==> src/rtl/key_load_controller.sv <==
// Serial unlock-key loader for the locked RV32I core: shifts in key + checksum,
// verifies the byte-XOR checksum and holds the core in reset until a key is good.
module key_load_controller #(
   parameter int KEY_WIDTH = 64,
   parameter int MAX_FAILS = 3
) (
   input  logic                 clk,
   input  logic                 rst,
   input  logic                 load_start,
   input  logic                 ser_valid,
   input  logic                 ser_data,
   output logic                 ser_ready,
   output logic [KEY_WIDTH-1:0] key,
   output logic                 key_valid,
   output logic                 core_rst,
   output logic                 load_error,
   output logic                 lockout,
   output logic [1:0]           fail_count
);

   localparam int SW = KEY_WIDTH + 8;
   localparam int CW = $clog2(KEY_WIDTH);
   localparam int NB = KEY_WIDTH / 8;

   typedef enum logic [2:0] {
      IDLE,
      SHIFT_KEY,
      SHIFT_CHK,
      CHECK,
      ACTIVE,
      LOCKOUT
   } state_t;

   state_t               state_q, state_d;
   logic [SW-1:0]        sh_q, sh_d;
   logic [CW-1:0]        cnt_q, cnt_d;
   logic [1:0]           fail_q, fail_d;
   logic                 err_q, err_d;
   logic [KEY_WIDTH-1:0] key_q, key_d;
   logic                 key_valid_q, key_valid_d;
   logic                 core_rst_q, core_rst_d;
   logic                 ser_ready_q, ser_ready_d;
   logic                 load_error_q, load_error_d;
   logic                 lockout_q, lockout_d;

   logic       xfer;
   logic       last_key;
   logic       last_chk;
   logic [7:0] sum;
   logic       match;
   logic [1:0] fail_inc;

   assign xfer     = ser_valid && ser_ready_q;
   assign last_key = (cnt_q == CW'(KEY_WIDTH - 1));
   assign last_chk = (cnt_q == CW'(7));
   assign fail_inc = (fail_q == 2'd3) ? 2'd3 : fail_q + 2'd1;

   // Key occupies sh_q[SW-1:8], received checksum sits in the low byte.
   always_comb begin
      sum = 8'h00;
      for (int i = 0; i < NB; i++) begin
         sum = sum ^ sh_q[8 + 8*i +: 8];
      end
   end

   assign match = (sum == sh_q[7:0]);

   always_comb begin
      state_d = state_q;
      sh_d    = sh_q;
      cnt_d   = cnt_q;
      fail_d  = fail_q;
      err_d   = 1'b0;
      unique case (state_q)
         IDLE: begin
            if (load_start) begin
               state_d = SHIFT_KEY;
               cnt_d   = '0;
            end
         end
         SHIFT_KEY: begin
            if (load_start) begin
               cnt_d = '0;
            end else if (xfer) begin
               sh_d  = {sh_q[SW-2:0], ser_data};
               cnt_d = cnt_q + 1'b1;
               if (last_key) begin
                  state_d = SHIFT_CHK;
                  cnt_d   = '0;
               end
            end
         end
         SHIFT_CHK: begin
            if (load_start) begin
               state_d = SHIFT_KEY;
               cnt_d   = '0;
            end else if (xfer) begin
               sh_d  = {sh_q[SW-2:0], ser_data};
               cnt_d = cnt_q + 1'b1;
               if (last_chk) begin
                  state_d = CHECK;
                  cnt_d   = '0;
               end
            end
         end
         CHECK: begin
            if (match) begin
               state_d = ACTIVE;
               fail_d  = 2'd0;
            end else begin
               err_d   = 1'b1;
               fail_d  = fail_inc;
               state_d = (fail_inc == 2'(MAX_FAILS)) ? LOCKOUT : IDLE;
            end
         end
         ACTIVE: begin
            if (load_start) begin
               state_d = SHIFT_KEY;
               cnt_d   = '0;
            end
         end
         LOCKOUT: begin
            state_d = LOCKOUT;
         end
         default: begin
            state_d = IDLE;
         end
      endcase
   end

   // Key outputs trail the CHECK verdict by one edge but drop on the rekey edge.
   always_comb begin
      key_valid_d  = (state_q == ACTIVE) && (state_d == ACTIVE);
      key_d        = key_valid_d ? sh_q[SW-1:8] : '0;
      core_rst_d   = !key_valid_d;
      ser_ready_d  = (state_d == SHIFT_KEY) || (state_d == SHIFT_CHK);
      load_error_d = err_q;
      lockout_d    = (state_q == LOCKOUT);
   end

   always_ff @(posedge clk or posedge rst) begin
      if (rst) begin
         state_q      <= IDLE;
         sh_q         <= '0;
         cnt_q        <= '0;
         fail_q       <= 2'd0;
         err_q        <= 1'b0;
         key_q        <= '0;
         key_valid_q  <= 1'b0;
         core_rst_q   <= 1'b1;
         ser_ready_q  <= 1'b0;
         load_error_q <= 1'b0;
         lockout_q    <= 1'b0;
      end else begin
         state_q      <= state_d;
         sh_q         <= sh_d;
         cnt_q        <= cnt_d;
         fail_q       <= fail_d;
         err_q        <= err_d;
         key_q        <= key_d;
         key_valid_q  <= key_valid_d;
         core_rst_q   <= core_rst_d;
         ser_ready_q  <= ser_ready_d;
         load_error_q <= load_error_d;
         lockout_q    <= lockout_d;
      end
   end

   assign ser_ready  = ser_ready_q;
   assign key        = key_q;
   assign key_valid  = key_valid_q;
   assign core_rst   = core_rst_q;
   assign load_error = load_error_q;
   assign lockout    = lockout_q;
   assign fail_count = fail_q;

endmodule

==> config.mk <==
export PLATFORM = sky130hd
export DESIGN_NAME = key_load_controller
export DESIGN_NICKNAME = d
export VERILOG_FILES = /design/src/rtl/key_load_controller.sv
export SDC_FILE = /design/constraint.sdc
export NUM_CORES = 1
export LEC_CHECK = 0
export CAP_MARGIN = 20
export CORE_UTILIZATION = 55
export CTS_CLUSTER_SIZE = 8
export DETAILED_ROUTE_END_ITERATION = 10
export PLACE_DENSITY_LB_ADDON = 0.1
export SLEW_MARGIN = 30
export SYNTH_ARGS = -nofsm -noshare
export SYNTH_HDL_FRONTEND = slang
export SYNTH_SLANG_ARGS = --single-unit
export TNS_END_PERCENT = 50
==> constraint.sdc <==
create_clock -name clk -period 7.3 [get_ports clk]
set_input_delay 1.46 -clock clk [delete_from_list [all_inputs] [get_ports clk]]
set_output_delay 1.46 -clock clk [all_outputs]
set_load 0.02 [all_outputs]
==> run summary, run 1 <==
post-synthesis cell type count - 35
leakage dissipation - 3.80 nW
Yosys top cell area share - 62.0%
Std-Cell Rows - 38
top-count cell post-synth - dfrtp_1
grt ovf - 0
DP HPWL - 6.67 mm
initial antenna violation count - 0
share of post-route cells with drive strength above 1 - 6.00%
vias in the first global route - 3515
max-cap viol count - 0
Hold Slack - 366 ps
Setup Skew - 6.60 ps
DRT Pass-1 Iters - 4
RSZ-0062 raised after global routing - no
Mapped Avg Cell Area - 13.9 sq um
Synth warnings - 0
post-synthesis sequential area ratio - 62.4%
via count - 3429
# Post-CTS Setup Buffers - 0
first-pass GRT wire length - 17.6 mm
syn_nets - 448
CTS H-tree lvls - 4
Place WS - 3510 ps
area leader, netlist - dfrtp_1
GPL Wtd Cong - 0.792
die width - 108 microns
diodes inserted - 0
Final WS setup - 4020 ps
HP Class - flip-flop to flip-flop
Post-Synthesis Cells - 442
final wirelength - 10.3 mm
Synth Flop Type - dfrtp_1
PD cells - 219 mW/mm^2
count of pins over their slew limit - 0
final hold vios - 0
Clock transition at path regs - 60 ps
remaining antenna violation count - 0
DRT iter0 DRCs - 150
minimum clock period - 3280 ps
CORE AREA - 0.0108 sq mm
vias per cell - 5.10
CP startpoint kind - input pin
drt drc - 0
DR WL/cell - 15.3 microns
max frequency - 305 MHz
TritonCTS clock tree - built
TritonCTS Sinks - 153
number of synthesized flops with an enable pin - 0
clk buf depth - 2
Syn Std Cell Area - 0.00614 sq mm
die height - 108 microns
Worst EP required - 7700 ps
fin nets - 526
largest net degree at the start of global routing - 95
Setup TNS Final - 0 ps
CP Max Fanout - 72
CTS Hold Bufs - 0
Worst setup EP type - flip-flop
Final period util - 44.9%
peak supply drop - 0.000172 V
Max-slew headroom - 38.6%
Worst-Skew Late Latency - 520 ps
main area contributors after synthesis - dfrtp_1 62%, mux2_1 13%, and2_1 6.5%
Slew @ Worst Pin - 921 ps
synth cell count leaders - 152 x dfrtp_1, 70 x mux2_1, 64 x and2_1
FFs w/ async S/R, synth - 100%
Critical Path AT - 3680 ps
Setup CP Type - input pin to flip-flop
GRT Overall Usage - 20.3%
status - finished clean
Final setup viols - 0
post-synthesis register bit count - 153
CTS resizes - 0
Top-Level Pins - 76
CTS Buf Count - 17
PortBufs - 75
Area Overhead vs Synth - 22.9%
clk root buf - clkbuf_8
initial core utilization - 56.6%
die area - 0.0116 sq mm
## report_power, final
part / total (mW) / internal, mW / switching (mW)
Combinational: 0.0200 / 0.00291 / 0.0171
Sequential: 0.849 / 0.849 / 0
Clock: 0.782 / 0.480 / 0.303
Total: 1.65 / 1.33 / 0.320
## path summary, 6_finish.rpt
path	slack, ps	from	to	cells after the start
worst max-delay path	4020	load_start	sh_q[67]$_DFFE_PP0P_	4
worst min-delay path	370	err_q$_DFF_PP0_	load_error$_DFF_PP0_	0
worst max register to register	5050	state_q[0]$_DFF_PP0_	sh_q[67]$_DFFE_PP0P_	4
worst min register to register	370	err_q$_DFF_PP0_	load_error$_DFF_PP0_	0
max in group asynchronous	4570	rst	sh_q[38]$_DFFE_PP0P_	3
min in group asynchronous	1500	rst	cnt_q[3]$_DFFE_PP0P_	2
## logic make-up after synthesis
group	share of synthesized area, %
buffers and inverters	1.75
xor gates and xnor gates	10.1
muxes	13.4
adders and majority gates	0.204
AOI/OAI and AO/OA	2.20
and+or+nand+nor	9.99
DFF	62.4
## cell type report
class | instances | area (sq um)
clock inverters | 2 | 35.0
inverters | 7 | 31.3
multi-input cells | 263 | 2200
clock buffers | 30 | 493
well taps | 140 | 175
fillers | 786 | 3300
flip-flops and latches | 153 | 3830
repair buffers | 78 | 773
## cell usage in the layout (no fill, tap or decap), drive strengths merged, types with 2 or more instances in the layout
cell / count
a21o: 3
a21oi: 5
and2: 64
buf: 3
clkbuf: 30
clkdlybuf4s50: 75
dfrtp: 152
inv: 7
mux2: 72
nand2: 12
nand3: 3
nor2: 9
nor2b: 2
nor3: 8
nor4: 4
o21ai: 7
o22ai: 2
xnor2: 39
xnor3: 6
xor2: 16
## worst max-delay path: stages
cell and delay, ps:
clkdlybuf4s50_1 590, or4_2 710, buf_4 400, mux2_1 450
## metal layers
layer	up-vias	wire length [microns]	GRT usage (%)
met1	1707	4740	27.3
met5	-	0	0
met4	0	161	8.81
li1	1630	-	-
met2	74	4960	31.6
met3	18	401	4.84
## flip-flops by register name (all words and copies together), names as in the netlist
register and flops:
key 64, core_rst 1, state_q 3, cnt_q 6
fail_count 2, ser_ready 1, err_q 1, key_valid 1
sh_q 72, lockout 1, load_error 1
## through the flow
step	area [sq um]	instances	power, mW	util [%]
floorplan	6140	442	0.878	-
global placement	7010	641	0.884	64.7
detailed placement	7010	641	0.885	64.7
CTS	7540	673	1.67	69.6
global route	7540	673	1.71	69.6
finish	7540	673	1.65	69.6
No activity file was read; power rests on OpenSTA's default activity.
==> run 2, diff against run 1 <==
clock period = 3.2 ns   (was 7.3 ns; I/O delays follow)
==> run 2 against run 1 <==
Count of clock-buffer cells in the layout fell by 8. Combinational power rose to 2.5 times the previous value. Via count rose by 1.3%. Power rose by 150%. Critical endpoint is now core_rst.
==> run summary, run 2 (synthesized netlist as in run 1, its figures left out) <==
leakage dissipation - 3.86 nW (was 3.80 nW)
Setup TNS Final - 0 ps (unchanged)
fin nets - 528 (was 526)
share of post-route cells with drive strength above 1 - 7.85% (was 6.00%)
# Post-CTS Setup Buffers - 0 (unchanged)
initial core utilization - 56.6% (unchanged)
Layout Cells excl Fill - 675 (was 673)
PortBufs - 75 (unchanged)
RSZ-0062 raised after global routing - no (unchanged)
# fillers - 788 (was 786)
Gate power share - 1.2% (about the same)
Final setup viols - 0 (unchanged)
delay-heaviest family, CP - buffers and inverters (unchanged)
Setup CP Type - flip-flop to output pin (was input pin to flip-flop)
CP startpoint kind - flip-flop (was input pin)
final wirelength - 10.6 mm (was 10.3 mm)
die height - 108 microns (unchanged)
Final WS setup - 928 ps (was 4020 ps)
leading cell type in the layout, fill and taps excluded - dfrtp_1 (unchanged)
dpl cells - 643 (was 641)
max frequency - 440 MHz
diodes inserted - 0 (unchanged)
Placed Instance Area - 0.00705 sq mm (was 0.00701 sq mm)
DR WL/cell - 15.6 microns (was 15.3 microns)
critical path's slowest cell - clkdlybuf4s50_1 (was or4_2)
Clk pwr share - 51.1% (was 47.4%)
most frequent cells in the layout - 152 x dfrtp_1, 75 x clkdlybuf4s50_1, 70 x mux2_1 (unchanged)
remaining antenna violation count - 0 (unchanged)
DRT Pass-1 Iters - 4 (unchanged)
Worst-Skew Late Latency - 520 ps (about the same)
vias per cell - 5.14 (was 5.10)
minimum clock period - 2270 ps
Buf+Inv Stages, Crit Path - 1 (was 2)
Worst EP required - 2560 ps (was 7700 ps)
clk buf depth - 2 (unchanged)
grt ovf - 0 (unchanged)
initial antenna violation count - 0 (unchanged)
CTS Buf Count - 17 (unchanged)
CP Max Fanout - 1 (was 72)
max FFs per register - 72 (unchanged)
Setup Skew - 5.97 ps (was 6.60 ps)
sequential share of power - 47.7% (was 51.4%)
Crit path largest cell delay - 600 ps (was 710 ps)
die area - 0.0116 sq mm (unchanged)
area of the multi-input gates - 0.00220 sq mm (unchanged)
final instance area - 0.00768 sq mm (was 0.00754 sq mm)
Std-Cell Rows - 38 (unchanged)
worst-path cell chain - clkdlybuf4s50_1 (was clkdlybuf4s50_1 > or4_2 > buf_4 > mux2_1)
Slew @ Worst Pin - 712 ps (was 921 ps)
Pint - 3.28 mW (was 1.33 mW)
Hold Slack - 348 ps (was 366 ps)
CTS H-tree lvls - 4 (unchanged)
Final period util - 71.0%
via count - 3472 (was 3429)
CORE AREA - 0.0108 sq mm (unchanged)
TritonCTS clock tree - built (unchanged)
DP HPWL - 6.86 mm (was 6.67 mm)
vias in the first global route - 3560 (was 3515)
Max-slew headroom - 52.6% (was 38.6%)
NetSw - 782 uW (was 320 uW)
HP Class - flip-flop to flip-flop (unchanged)
CTS Hold Bufs - 0 (unchanged)
final hold vios - 0 (unchanged)
Most flops, register - sh_q (unchanged)
max-cap viol count - 0 (unchanged)
die width - 108 microns (unchanged)
Place WS - 525 ps (was 3510 ps)
GRT Overall Usage - 20.9% (was 20.3%)
DRT iter0 DRCs - 168 (was 150)
switching share of power - 19.3% (was 19.4%)
TritonCTS Sinks - 153 (unchanged)
GPL Wtd Cong - 0.812 (was 0.792)
largest net degree at the start of global routing - 103 (was 95)
Clock transition at path regs - 60 ps (about the same)
PD cells - 528 mW/mm^2 (was 219 mW/mm^2)
Top-Level Pins - 76 (unchanged)
CTS resizes - 0 (unchanged)
first-pass GRT wire length - 17.9 mm (was 17.6 mm)
Area Overhead vs Synth - 25.2% (was 22.9%)
sequential cell area - 0.00383 sq mm (unchanged)
drt drc - 0 (unchanged)
peak supply drop - 0.000357 V (was 0.000172 V)
status - finished clean (unchanged)
count of pins over their slew limit - 0 (unchanged)
Worst setup EP type - output pin (was flip-flop)
clk root buf - clkbuf_8 (unchanged)
Critical Path AT - 1630 ps (was 3680 ps)
run 2: cell count changes in the layout (fill, tap and decap cells not counted), sizes merged:
cell | before | now
clkbuf | 30 | 22
clkinv | 1 | 2
bufinv | 1 | 4
buf | 3 | 5
clkinvlp | 0 | 4
run 2: layout make-up:
type	instances	share of cell area (%)
Clock buffer	22	6.03
Inverter	7	0.391
Multi-Input combinational cell	263	28.7
Clock inverter	10	2.15
Tap cell	140	2.28
Sequential cell	153	49.9
Timing Repair Buffer	80	10.6
run 2: path summary, 6_finish.rpt:
check | start | to | slack, ps | cells after the start
max | core_rst$_DFF_PP1_ | core_rst | 930 | 1
min | err_q$_DFF_PP0_ | load_error$_DFF_PP0_ | 350 | 0
max reg2reg | sh_q[41]$_DFFE_PP0P_ | fail_count[0]$_DFFE_PP0P_ | 1020 | 6
min reg2reg | err_q$_DFF_PP0_ | load_error$_DFF_PP0_ | 350 | 0
max in group asynchronous | rst | sh_q[8]$_DFFE_PP0P_ | 1840 | 3
min in group asynchronous | rst | key[60]$_DFF_PP0_ | 500 | 2
run 2: power groups by stage:
| stage | sequential [mW] | combinational (mW) | clock [mW] |
|---|---|---|---|
| detailed placement | 1.97 | 0.0536 | 0 |
| global placement | 1.97 | 0.0515 | 0 |
| global route | 1.93 | 0.0600 | 2.21 |
| floorplan | 1.97 | 0.0317 | 0 |
| finish | 1.94 | 0.0506 | 2.07 |
| CTS | 1.93 | 0.0537 | 2.12 |
run 2: layer usage:
layer	part of all wire (%)	GRT usage (%)	vias to the layer above	wire length, microns
met3	3.8	5.15	8	406
met1	45	28.1	1752	4750
met5	0	0	-	0
met2	50	32.7	88	5290
met4	1.0	8.22	0	110
li1	-	-	1624	-
run 2: metrics by stage:
step / utilization, % / total power, mW
global route: 70.9 / 4.21
global placement: 65.1 / 2.02
floorplan: - / 2.00
finish: 70.9 / 4.06
CTS: 70.9 / 4.11
detailed placement: 65.1 / 2.02
==> run 3, diff against run 2 <==
clock period = 2.2 ns   (was 3.2 ns; I/O delays follow)
==> run 3 against run 2 <==
First-iteration DRC count is 15% lower. Via count is 0.98% higher. Combinational power is 56% higher. Sequential share of layout area is 0.94 points lower. Global-route usage is 0.54 points lower. Count of clock-buffer cells in the layout is 2 higher. Final cell count is 1.3% higher. Worst setup slack worse by 790 ps. Sequential power is 45% higher. Die area stayed put. Critical path type unchanged. Critical endpoint unchanged. Largest power group unchanged.
==> run summary, run 3 (synthesized netlist as in run 1, its figures left out) <==
Critical Path AT - 1620 ps (was 1630 ps)
met2 GRT Util - 31.5% (was 32.7%)
Area Overhead vs Synth - 27.6% (was 25.2%)
Worst-Skew Late Latency - 520 ps (about the same)
Clock transition at path regs - 60 ps (about the same)
RSZ-0062 raised after global routing - no (unchanged)
RR Endpoint - state_q[0]$_DFF_PP0_ (was fail_count[0]$_DFFE_PP0P_)
Most flops, register - sh_q (unchanged)
Top-Level Pins - 76 (unchanged)
grt ovf - 0 (unchanged)
clk root buf - clkbuf_8 (unchanged)
drt drc - 0 (unchanged)
TritonCTS clock tree - built (unchanged)
worst-path cell chain - clkdlybuf4s50_1 (unchanged)
DRT Pass-1 Iters - 4 (unchanged)
die area - 0.0116 sq mm (unchanged)
PortBufs - 75 (unchanged)
Setup Skew - 7.05 ps (was 5.97 ps)
Core Util, Final - 72.2% (was 70.9%)
Std-Cell Rows - 38 (unchanged)
share of post-route cells with drive strength above 1 - 9.38% (was 7.85%)
count of pins over their slew limit - 0 (unchanged)
minimum clock period - 2060 ps
GPL Wtd Cong - 0.806 (was 0.812)
initial core utilization - 56.6% (unchanged)
HP Class - input pin to asynchronous set/reset pin (was flip-flop to flip-flop)
Worst EP required - 1760 ps (was 2560 ps)
clk buf depth - 2 (unchanged)
TritonCTS Sinks - 153 (unchanged)
leading cell type in the layout, fill and taps excluded - dfrtp_1 (unchanged)
Final setup viols - 0 (unchanged)
final hold vios - 0 (unchanged)
Final WS setup - 139 ps (was 928 ps)
diodes inserted - 0 (unchanged)
initial antenna violation count - 0 (unchanged)
# Post-CTS Setup Buffers - 0 (unchanged)
largest net degree at the start of global routing - 73 (was 103)
CORE AREA - 0.0108 sq mm (unchanged)
die height - 108 microns (unchanged)
CTS resizes - 0 (unchanged)
most frequent cells in the layout - 152 x dfrtp_1, 75 x clkdlybuf4s50_1, 70 x mux2_1 (unchanged)
CTS H-tree lvls - 4 (unchanged)
Final period util - 93.7%
DR WL/cell - 15.2 microns (was 15.6 microns)
leakage dissipation - 3.95 nW (was 3.86 nW)
remaining antenna violation count - 0 (unchanged)
first-pass GRT wire length - 17.5 mm (was 17.9 mm)
FF-to-FF path depth - 7 (was 6)
max frequency - 485 MHz
peak supply drop - 0.000511 V (was 0.000357 V)
Placed Instance Area - 0.00715 sq mm (was 0.00705 sq mm)
Levels on crit path - 1 (unchanged)
Slew @ Worst Pin - 637 ps (was 712 ps)
CTS Hold Bufs - 0 (unchanged)
dpl cells - 652 (was 643)
worst flop-to-flop path startpoint - sh_q[38]$_DFFE_PP0P_ (was sh_q[41]$_DFFE_PP0P_)
reg2reg setup slack - 150 ps (was 1020 ps)
vias per cell - 5.13 (was 5.14)
fin nets - 538 (was 528)
Place WS - -240 ps (was 525 ps)
vias in the first global route - 3577 (was 3560)
critical path's slowest cell - clkdlybuf4s50_1 (unchanged)
delay-heaviest family, CP - buffers and inverters (unchanged)
final instance area - 0.00783 sq mm (was 0.00768 sq mm)
max FFs per register - 72 (unchanged)
Setup TNS Final - 0 ps (unchanged)
DRT iter0 DRCs - 143 (was 168)
GR Util met1 - 27.1% (was 28.1%)
GRT busiest layer - met2 (unchanged)
CP startpoint - core_rst$_DFF_PP1_ (unchanged)
PD cells - 786 mW/mm^2 (was 528 mW/mm^2)
final wirelength - 10.4 mm (was 10.6 mm)
CP Max Fanout - 1 (unchanged)
via count - 3506 (was 3472)
Setup CP Type - flip-flop to output pin (unchanged)
GRT Overall Usage - 20.3% (was 20.9%)
max-cap viol count - 0 (unchanged)
Buf+Inv Stages, Crit Path - 1 (unchanged)
power consumption - 6.15 mW (was 4.06 mW)
DP HPWL - 6.95 mm (was 6.86 mm)
Layout Cells excl Fill - 684 (was 675)
Crit path largest cell delay - 590 ps (was 600 ps)
Hold Slack - 358 ps (was 348 ps)
CP startpoint kind - flip-flop (unchanged)
GR Layer Usage met3 - 6.72% (was 5.15%)
die width - 108 microns (unchanged)
status - finished clean (unchanged)
Worst setup EP type - output pin (unchanged)
Max-slew headroom - 57.2% (was 52.6%)
CTS Buf Count - 17 (unchanged)
==> run 3: changes by cell type in the layout (fill, tap and decap cells not counted) <==
cell,previous run,this run
bufinv_16,4,6
clkinvlp_4,4,1
buf_4,3,11
clkbuf_8,4,6
clkinv_4,1,0
inv_6,1,0
buf_12,2,4
==> run 3: final cells by class <==
cell class              instances  area [sq um]
fillers                       756          3010
flip-flops and latches        153          3830
multi-input cells             263          2200
clock buffers                  24           490
repair buffers                 90           913
inverters                       7          30.0
well taps                     140           175
clock inverters                 7           185
==> run 3: worst max path at each step <==
stage / to / slack (ps)
2_1_floorplan: cnt_q[0]$_DFFE_PP0P_ / -170
3_3_place_gp: sh_q[3]$_DFFE_PP0P_ / -200
3_5_place_dp: sh_q[24]$_DFFE_PP0P_ / -240
4_1_cts: state_q[0]$_DFF_PP0_ / 4
5_1_grt: fail_count[1]$_DFFE_PP0P_ / 2
6_report: core_rst / 140
==> run 3: power breakdown <==
part,leakage [nW],total [mW],switching (mW),internal [mW]
sequential,2.12,2.82,0,2.82
clock,0.331,3.26,1.04,2.22
combinational,1.50,0.0788,0.0595,0.0193
==> run 3: worst register-to-register path: stages (launching register included) <==
cell     delay [ps]
dfrtp_1         410
xor2_1          250
xnor3_1         450
xnor2_1         160
nand2_1         110
nor4_4          270
buf_4           180
o21ai_1          90
==> run 3: layer usage <==
layer,up-vias,wire length [microns]
li1,1645,-
met1,1773,4800
met2,77,5130
met3,11,340
met4,0,95
met5,-,0
